## src/rtl/aes_lite_core.sv

```systemverilog
// Iterative toy SPN block cipher, one round per enabled clock, with a start/busy/done handshake.
// The decrypt datapath is built only when AES_LITE_DEC_EN is defined; otherwise the core always encrypts.
module aes_lite_core #(
  parameter int unsigned NBYTES = 1,
  parameter int unsigned ROUNDS = 4
) (
  input  logic                  clk,
  input  logic                  rst_n,
  input  logic                  ena,
  input  logic                  start,
  input  logic                  mode,
  input  logic [8*NBYTES-1:0]   din,
  input  logic [8*NBYTES-1:0]   key,
  output logic [8*NBYTES-1:0]   dout,
  output logic                  busy,
  output logic                  done,
  output logic [3:0]            round_idx
);

  localparam int unsigned W    = 8 * NBYTES;
  localparam int unsigned NNIB = 2 * NBYTES;
  localparam logic [3:0]  LAST = 4'(ROUNDS);

  typedef enum logic [1:0] {
    S_IDLE  = 2'd0,
    S_ROUND = 2'd1,
    S_DONE  = 2'd2
  } state_t;

  state_t         r_state;
  logic [W-1:0]   r_s;
  logic [W-1:0]   r_key;
  logic [W-1:0]   r_dout;
  logic [3:0]     r_round;
  logic           r_busy;
  logic           r_done;

  function automatic logic [3:0] sbox4(input logic [3:0] x);
    case (x)
      4'h0: sbox4 = 4'hC;  4'h1: sbox4 = 4'h5;  4'h2: sbox4 = 4'h6;  4'h3: sbox4 = 4'hB;
      4'h4: sbox4 = 4'h9;  4'h5: sbox4 = 4'h0;  4'h6: sbox4 = 4'hA;  4'h7: sbox4 = 4'hD;
      4'h8: sbox4 = 4'h3;  4'h9: sbox4 = 4'hE;  4'hA: sbox4 = 4'hF;  4'hB: sbox4 = 4'h8;
      4'hC: sbox4 = 4'h4;  4'hD: sbox4 = 4'h7;  4'hE: sbox4 = 4'h1;  default: sbox4 = 4'h2;
    endcase
  endfunction

  function automatic logic [W-1:0] sub_bytes(input logic [W-1:0] x);
    logic [W-1:0] y;
    for (int i = 0; i < NNIB; i++) y[4*i +: 4] = sbox4(x[4*i +: 4]);
    return y;
  endfunction

  // Amount is always < W, so the complementary shift never exceeds W.
  function automatic logic [W-1:0] rotl(input logic [W-1:0] x, input int unsigned n);
    return (x << n) | (x >> (W - n));
  endfunction

  function automatic logic [W-1:0] round_key(input logic [W-1:0] k, input logic [3:0] r);
    return rotl(k, 32'(r) % W) ^ W'(r);
  endfunction

  logic [W-1:0] w_enc_next;
  logic [W-1:0] w_next;
  logic [W-1:0] w_load;
  logic [3:0]   w_first;
  logic [3:0]   w_idx_next;
  logic         w_last;

  assign w_enc_next = rotl(sub_bytes(r_s), 1) ^ round_key(r_key, r_round);

`ifdef AES_LITE_DEC_EN
  logic         r_mode;
  logic [W-1:0] w_dec_core;
  logic [W-1:0] w_dec_next;

  function automatic logic [3:0] inv_sbox4(input logic [3:0] x);
    case (x)
      4'hC: inv_sbox4 = 4'h0;  4'h5: inv_sbox4 = 4'h1;  4'h6: inv_sbox4 = 4'h2;  4'hB: inv_sbox4 = 4'h3;
      4'h9: inv_sbox4 = 4'h4;  4'h0: inv_sbox4 = 4'h5;  4'hA: inv_sbox4 = 4'h6;  4'hD: inv_sbox4 = 4'h7;
      4'h3: inv_sbox4 = 4'h8;  4'hE: inv_sbox4 = 4'h9;  4'hF: inv_sbox4 = 4'hA;  4'h8: inv_sbox4 = 4'hB;
      4'h4: inv_sbox4 = 4'hC;  4'h7: inv_sbox4 = 4'hD;  4'h1: inv_sbox4 = 4'hE;  default: inv_sbox4 = 4'hF;
    endcase
  endfunction

  function automatic logic [W-1:0] inv_sub_bytes(input logic [W-1:0] x);
    logic [W-1:0] y;
    for (int i = 0; i < NNIB; i++) y[4*i +: 4] = inv_sbox4(x[4*i +: 4]);
    return y;
  endfunction

  // rotr by 1 expressed as rotl by W-1.
  assign w_dec_core = inv_sub_bytes(rotl(r_s ^ round_key(r_key, r_round), W - 1));
  assign w_dec_next = (r_round == 4'd1) ? (w_dec_core ^ r_key) : w_dec_core;
  assign w_next     = r_mode ? w_dec_next : w_enc_next;
  assign w_last     = r_mode ? (r_round == 4'd1) : (r_round == LAST);
  assign w_idx_next = r_mode ? (r_round - 4'd1) : (r_round + 4'd1);
  assign w_load     = mode ? din : (din ^ key);
  assign w_first    = mode ? LAST : 4'd1;
`else
  logic w_unused_mode;

  assign w_unused_mode = mode;
  assign w_next        = w_enc_next;
  assign w_last        = (r_round == LAST);
  assign w_idx_next    = r_round + 4'd1;
  assign w_load        = din ^ key;
  assign w_first       = 4'd1;
`endif

  // Handshake FSM and round state; everything holds while ena is low.
  always_ff @(posedge clk or negedge rst_n) begin
    if (!rst_n) begin
      r_state <= S_IDLE;
      r_s     <= '0;
      r_key   <= '0;
      r_dout  <= '0;
      r_round <= 4'd0;
      r_busy  <= 1'b0;
      r_done  <= 1'b0;
`ifdef AES_LITE_DEC_EN
      r_mode  <= 1'b0;
`endif
    end else if (ena) begin
      case (r_state)
        S_IDLE, S_DONE: begin
          if (start) begin
            r_key   <= key;
`ifdef AES_LITE_DEC_EN
            r_mode  <= mode;
`endif
            r_s     <= w_load;
            r_done  <= 1'b0;
            r_busy  <= 1'b1;
            r_round <= w_first;
            r_state <= S_ROUND;
          end
        end
        S_ROUND: begin
          r_s <= w_next;
          if (w_last) begin
            r_dout  <= w_next;
            r_done  <= 1'b1;
            r_busy  <= 1'b0;
            r_round <= 4'd0;
            r_state <= S_DONE;
          end else begin
            r_round <= w_idx_next;
          end
        end
        default: r_state <= S_IDLE;
      endcase
    end
  end

  assign dout      = r_dout;
  assign busy      = r_busy;
  assign done      = r_done;
  assign round_idx = r_round;

endmodule

```

## config.mk

```make
export PLATFORM = sky130hd
export DESIGN_NAME = aes_lite_core
export DESIGN_NICKNAME = d
export VERILOG_FILES = /design/src/rtl/aes_lite_core.sv
export SDC_FILE = /design/constraint.sdc
export NUM_CORES = 1
export LEC_CHECK = 0
export ABC_AREA = 1
export CAP_MARGIN = 10
export CORE_MARGIN = 8
export CORE_UTILIZATION = 49
export DETAILED_ROUTE_END_ITERATION = 10
export PLACE_DENSITY = 0.78
export SLEW_MARGIN = 40
export SYNTH_ARGS = -nofsm -noshare
export SYNTH_HDL_FRONTEND = slang
export SYNTH_SLANG_ARGS = --single-unit
```

## constraint.sdc

```tcl
create_clock -name clk -period 1.81 [get_ports clk]
set_input_delay 0.362 -clock clk [delete_from_list [all_inputs] [get_ports clk]]
set_output_delay 0.362 -clock clk [all_outputs]
set_load 0.05 [all_outputs]
```

==> flow_summary_export.csv, run 1 <==
group,metric,value,unit
status,status,"complete, no violations",
clock_network,path_clk_slew,70,ps
sta,rsz0062_at_grt,"yes",
final_layout,drive_gt1_frac,0.243,
clock_network,cts.sinks,32,
synthesis,synth_nets,396,
sta,timing.slew.headroom,0.724,
sta,maxSlewViolCount,0,
worst_setup_path,cp-startpoint,"r_s[4]",
sta,skew,8.13,ps
drt,vias,2526,
min_path,hold_class,"in -> async",
place,place_congestion,0.946,
clock_network,cts_hold_buf,0,
clock_network,tritoncts,"yes",
clock_network,numCtsBuffers,5,
synthesis,synth-seq-cells,32,
sta,period_share,0.924,
final_layout,fin_util,0.634,
final_layout,seq_area,805,sq um
final_layout,final_common_cell,"nand2_1",
drt,drt_first_pass_iters,4,
drt,drcViolationCount,0,
floorplanning,start_util,0.505,
synthesis,synth.avg_cell_area,7.09,sq um
place,hpwlAfterDp,5.36,mm
sta,finalSetupTns,0,ps
floorplanning,core-area,5070,sq um
floorplanning,die_h,88.4,microns
worst_setup_path,cp_cell_sequence,"inv_1, ha_1, or2_2, nand2_1, nand2_1, o21ai_1, nand3_1, nand2_2, o21bai_1",
clock_network,cts.htree.levels,2,
drt,via_per_inst,5.20,
drt,wl_per_cell,13.8,microns
clock_network,clock_path_buffers,2,
global_route,grt_max_degree,33,
worst_setup_path,cp.arrival,1840,ps
floorplanning,io_pins,35,
synthesis,yosysUniqueCellTypes,34,
final_layout,final_cell_mix,"nand2_1 (109), nand3_1 (39), buf_4 (34)",
final_layout,nFillCells,473,
worst_setup_path,timing.rr.end,"r_s[5]",
worst_setup_path,cp-start-kind,"register",
final_layout,multiInputGateArea,1580,sq um
final_layout,n_antenna_cell,0,
floorplanning,die_width,88.4,microns
floorplanning,floorplan.die_area,7810,sq um
global_route,grt_pass1_vias,2521,
place,portBuffers,33,
worst_setup_path,required,1980,ps
final_layout,nets,449,
worst_setup_path,slowest_delay,340,ps
place,place_inst,477,
drt,ant_nets,0,
worst_setup_path,reg2reg_slack,140,ps
final_layout,instances_no_fill,486,
worst_setup_path,path_common_cell,"nand2_1",
worst_setup_path,worstRegToRegCells,9,
clock_network,clk_latency,290,ps
sta,period_needed,1670,ps
drt,drt_iter0_markers,145,
flow_run,maxCapViolations,0,
drt,wl,6.69,mm
clock_network,cts-root-buf,"clkbuf_8",
sta,setup_viol,0,
floorplanning,num_rows,26,
synthesis,syn_inst,362,
worst_setup_path,crit_type,"reg -> reg",
global_route,grt_overflow_total,0,
global_route,grt_pass1_wl,11.5,mm
synthesis,syn-cell-area,2560,sq um
sta,tightestPinTransition,414,ps
final_layout,areaGrowthSynthToFinish,25.5,%
synthesis,yosysSeqAreaShare,0.312,
synthesis,yosysWarnings,0,
worst_setup_path,end_kind,"register",
sta,hold_viol_final,0,
worst_setup_path,endpoint,"r_s[5]",
worst_setup_path,r2r-start,"r_s[4]",
global_route,antenna_found_initial,0,
sta,max_freq,598,MHz
worst_setup_path,worst-path-max-fanout,2,
global_route,gr-usage-all-layers,0.186,
worst_setup_path,critPathSlowestCell,"dfrtp_1",
==> what timing repair did <==
action                                  CTS  global route
hold endpoints to repair                  0             0
endpoints found under the setup margin    0            10
resized for setup                         0            15
buffers inserted                          0             1
==> through the flow <==
stage	hold slack [ps]	instance area, sq um	setup slack [ps]
CTS	481	3180	72.5
global route	501	3220	-4.19
floorplan	66.4	2610	-102
global placement	465	3090	27.6
detailed placement	470	3090	-12.1
finish	465	3220	137
==> cells in the mapped netlist, drive strengths merged <==
| cell type | n | area (sq um) |
|---|---|---|
| a21o | 1 | 7.51 |
| a21oi | 5 | 25.0 |
| a31oi | 3 | 18.8 |
| buf | 8 | 65.1 |
| clkbuf | 2 | 7.51 |
| dfrtp | 32 | 801 |
| ha | 13 | 163 |
| inv | 43 | 161 |
| mux2 | 5 | 56.3 |
| nand2 | 129 | 549 |
| nand3 | 45 | 240 |
| nand3b | 1 | 7.51 |
| nand4 | 4 | 25.0 |
| nor2 | 15 | 87.6 |
| o211ai | 7 | 62.6 |
| o21ai | 34 | 174 |
| o21bai | 2 | 15.0 |
| o221ai | 1 | 8.76 |
| o22ai | 2 | 12.5 |
| or2 | 4 | 25.0 |
| xnor2 | 2 | 17.5 |
| xor2 | 4 | 35.0 |
==> flip-flops by register name, summed over array words and instances, names as in the netlist <==
signal     cells
busy           1
r_s            8
r_key          8
round_idx      4
dout           8
r_state        2
done           1
==> cell type report <==
class	instances	area share
Inverter	43	0.0517
Clock buffer	6	0.0226
Multi-Input combinational cell	277	0.490
Sequential cell	32	0.250
Timing Repair Buffer	56	0.154
Tap cell	70	0.0272
Clock inverter	2	0.00389
==> per-layer routing <==
metal / global-route usage / vias up / share of wire
li1: - / 1285 / -
met1: 0.214 / 1175 / 0.44
met2: 0.332 / 54 / 0.50
met3: 0.0390 / 12 / 0.045
met4: 0.0630 / 0 / 0.021
met5: 0 / - / 0
==> worst min path at each step <==
stage,startpoint,cells after the start,endpoint
floorplan,rst_n,0,busy
detailed placement,busy,2,busy
CTS,rst_n,2,r_key[1]
global route,rst_n,2,r_key[1]
finish,rst_n,2,busy
global placement,busy,2,busy
==> logic make-up after synthesis <==
group,count (synthesis),synth area share
AO/OA/AOI/OAI,55,0.126
XOR/XNOR,6,0.0205
adder cells (fa/ha/maj),13,0.0634
buffers and inverters,53,0.0912
flip-flops,32,0.312
multiplexers,5,0.0219
AND/OR/NAND/NOR,198,0.364
==> critical path, delay by kind of cell (launching register included) <==
kind / cells / cell delay (ps)
simple gates: 5 / 670
flops: 1 / 340
fa+ha+maj: 1 / 300
compound gates: 2 / 200
buf+inv: 1 / 60
Power of run 1 is not shown: default switching activity piles up to over one toggle a cycle in this logic, so the estimate is an artifact.
==> run 2: changes to the inputs <==
--- a/config.mk
+++ b/config.mk
@@ -5,13 +5,11 @@
 export SDC_FILE = /design/constraint.sdc
 export NUM_CORES = 1
 export LEC_CHECK = 0
-export ABC_AREA = 1
 export CAP_MARGIN = 10
 export CORE_MARGIN = 8
 export CORE_UTILIZATION = 49
 export DETAILED_ROUTE_END_ITERATION = 10
-export PLACE_DENSITY = 0.78
-export SLEW_MARGIN = 40
+export PLACE_DENSITY = 0.79
 export SYNTH_ARGS = -nofsm -noshare
 export SYNTH_HDL_FRONTEND = slang
 export SYNTH_SLANG_ARGS = --single-unit
==> run 2 against run 1 <==
  * Cell area increased by 7.6%
  * Via count decreased by 6.2%
  * Non-clock buffer count increased by 24
  * Register-to-register slack got worse by 420 ps
  * Maximum frequency decreased by 20%
  * The run now ends with negative setup slack left
  * Utilization increased by 5.3 points
  * Sequential share of layout area decreased by 1.8 points
  * Worst setup slack got worse by 420 ps
  * Critical path depth decreased by 2
  * Hold slack improved by 2.5 ps
==> flow_summary_export.csv, run 2 <==
group,metric,value,unit
synthesis,synth_nets,308,
worst_setup_path,cp-start-kind,"register",
synthesis,yosys-top-cells-area,"dfrtp_1 (32%), ha_1 (6.5%), xnor2_1 (5.9%)",
power_and_ir_drop,power.share.clock,0.087,
power_and_ir_drop,p_leak,1.55,nW
power_and_ir_drop,sw_frac_of_total,0.462,
floorplanning,start_util,0.498,
synthesis,yosysMostFrequentCell,"dfrtp_1",
worst_setup_path,worstRegToRegCells,7,
worst_setup_path,crit_type,"reg -> reg",
sta,period_share,1.16,
final_layout,n_antenna_cell,0,
sta,maxSlewViolCount,0,
sta,period_needed,2090,ps
synthesis,synth_common_cells,"dfrtp_1 (32), nand2_1 (27), o21ai_0 (27)",
global_route,grt_overflow_total,0,
clock_network,numCtsBuffers,5,
sta,skew,8.75,ps
clock_network,cts-root-buf,"clkbuf_8",
floorplanning,num_rows,26,
worst_setup_path,timing.rr.end,"r_s[0]",
synthesis,synth-seq-cells,32,
synthesis,dominantRegCellSynth,"dfrtp_1",
sta,timing.slew.headroom,0.673,
clock_network,cts.htree.levels,2,
worst_setup_path,r2r-start,"round_idx[1]",
status,failed_checks,"negative setup slack",
worst_setup_path,end_kind,"register",
drt,via_per_inst,5.72,
sta,worst_slack,-283,ps
synthesis,yosysWarnings,0,
floorplanning,floorplan.die_area,7670,sq um
drt,ant_nets,0,
final_layout,final_common_cell,"buf_4",
drt,drcViolationCount,0,
clock_network,clk_latency,290,ps
place,portBuffers,33,
global_route,grt_pass1_wl,11.8,mm
synthesis,netlist.top_cell.by_area,"dfrtp_1",
floorplanning,die_width,87.6,microns
drt,wl_met1,3.05,mm
clock_network,path_clk_slew,70,ps
drt,highest_layer,"met4",
place,pre_cts_slack,-326,ps
final_layout,final_cell_mix,"buf_4 (55), dfrtp_1 (29), nand2_1 (27)",
sta,rsz0062_at_grt,"yes",
clock_network,clock_path_buffers,2,
final_layout,areaGrowthSynthToFinish,37.9,%
floorplanning,io_pins,35,
global_route,grt_pass1_vias,2507,
drt,wl,7.18,mm
synthesis,syn_inst,274,
drt,met2RoutedLength,3.61,mm
clock_network,cts.sinks,32,
sta,hold_viol_final,0,
global_route,gr-usage-all-layers,0.199,
min_path,hold_class,"in -> async",
drt,drt_iter0_markers,170,
synthesis,yosysTopAreaCellShare,0.319,
global_route,grt_max_degree,33,
floorplanning,die_h,87.6,microns
status,status,"finished with violations",
synthesis,synth-async-reset-ratio,1.00,
final_layout,nFillCells,358,
synthesis,yosysSeqAreaShare,0.319,
synthesis,synth.avg_cell_area,9.16,sq um
worst_setup_path,worst-path-max-fanout,8,
final_layout,nets,377,
clock_network,tritoncts,"yes",
power_and_ir_drop,sequentialPowerShare,0.186,
drt,drt_first_pass_iters,4,
clock_network,cts_hold_buf,0,
worst_setup_path,cp.arrival,2260,ps
drt,vias,2369,
power_and_ir_drop,internal-power,4.23,mW
power_and_ir_drop,pwr-share-comb,0.726,
place,place_congestion,0.903,
power_and_ir_drop,switchingPower,3.63,mW
drt,wl_per_cell,17.3,microns
synthesis,yosysUniqueCellTypes,47,
sta,max_freq,478,MHz
synthesis,synth_edf_count,0,
flow_run,maxCapViolations,0,
place,hpwlAfterDp,5.22,mm
synthesis,syn-cell-area,2510,sq um
drt,routed-wl-met3,353,microns
sta,finalSetupTns,-3530,ps
final_layout,fin_util,0.687,
worst_setup_path,required,1980,ps
final_layout,drive_gt1_frac,0.331,
worst_setup_path,reg2reg_slack,-280,ps
floorplanning,core-area,5040,sq um
sta,tightestPinTransition,486,ps
global_route,antenna_found_initial,0,
sta,setup_viol,16,
power_and_ir_drop,power_density,2270,nW/um^2
power_and_ir_drop,ir_drop,0.00112,V
[run 2: changes by cell type after synthesis, moves of 7 or more]
cell and change:
nor2_1 +8, nand2_4 -7, inv_2 -10, inv_1 -20, mux2i_1 +13, xnor2_1 +15
nand2_1 -90, a21oi_1 +11, nor3_1 +8, nand3_1 -34
[run 2: how the worst max path moves through the flow]
stage / from / cells after the start / slack, ps / to
floorplan: round_idx[1] / 9 / -630 / r_s[0]
global placement: round_idx[1] / 7 / -290 / r_s[0]
detailed placement: round_idx[1] / 8 / -330 / r_s[0]
CTS: round_idx[1] / 7 / -280 / r_s[0]
global route: round_idx[1] / 7 / -390 / r_s[0]
finish: round_idx[1] / 7 / -280 / r_s[0]
[run 2: worst max-delay path: stages, from the launching register on]
cell and delay [ps]:
dfrtp_2 430, clkinv_8 60, ha_4 320, mux4_2 530, o21ai_2 80, o311ai_2 120, and3_1 160, or3_1 290
[run 2: cells by family after synthesis]
kind of cell	Yosys count	share of synthesized area
flops	32	0.319
buf+inv	32	0.0613
xor+xnor	20	0.0698
fa+ha+maj	13	0.0648
simple gates	78	0.144
compound gates	67	0.169
mux	32	0.171
[run 2: layout make-up]
| cell class | count | area [sq um] | share of cell area |
|---|---|---|---|
| well taps | 70 | 87.6 | 0.0253 |
| repair buffers | 80 | 706 | 0.204 |
| clock inverters | 3 | 42.5 | 0.0123 |
| clock buffers | 5 | 68.8 | 0.0199 |
| inverters | 14 | 65.1 | 0.0188 |
| flip-flops and latches | 32 | 805 | 0.232 |
| multi-input cells | 210 | 1690 | 0.488 |
[run 2: metrics by stage]
stage	instances	area, sq um	power [mW]	hold WS [ps]
after CTS	413	3400	7.56	486
final	414	3460	7.86	468
after floorplan	274	2570	4.83	66.4
after global routing	414	3460	8.36	516
after global placement	404	3240	6.41	461
after detailed placement	404	3240	6.57	468
[run 2: what timing repair did]
| item | CTS | global route |
|---|---|---|
| cloned | 0 | 0 |
| pin swaps | 9 | 10 |
| setup buffers | 2 | 1 |
| endpoints found under the setup margin | 17 | 17 |
| gates resized for setup | 14 | 12 |
[run 2: power groups by stage]
| stage | registers, mW | clock network [mW] | logic (mW) |
|---|---|---|---|
| floorplan | 1.75 | 0 | 3.08 |
| global placement | 1.42 | 0 | 4.99 |
| detailed placement | 1.45 | 0 | 5.12 |
| CTS | 1.45 | 0.701 | 5.42 |
| global route | 1.51 | 0.729 | 6.12 |
| finish | 1.47 | 0.686 | 5.71 |
[run 2: routing by layer]
| layer | track usage | up-vias |
|---|---|---|
| met2 | 0.344 | 78 |
| li1 | - | 1111 |
| met5 | 0 | - |
| met4 | 0.0859 | 0 |
| met3 | 0.0441 | 15 |
| met1 | 0.229 | 1165 |
Power figures use the tool's default switching activity.
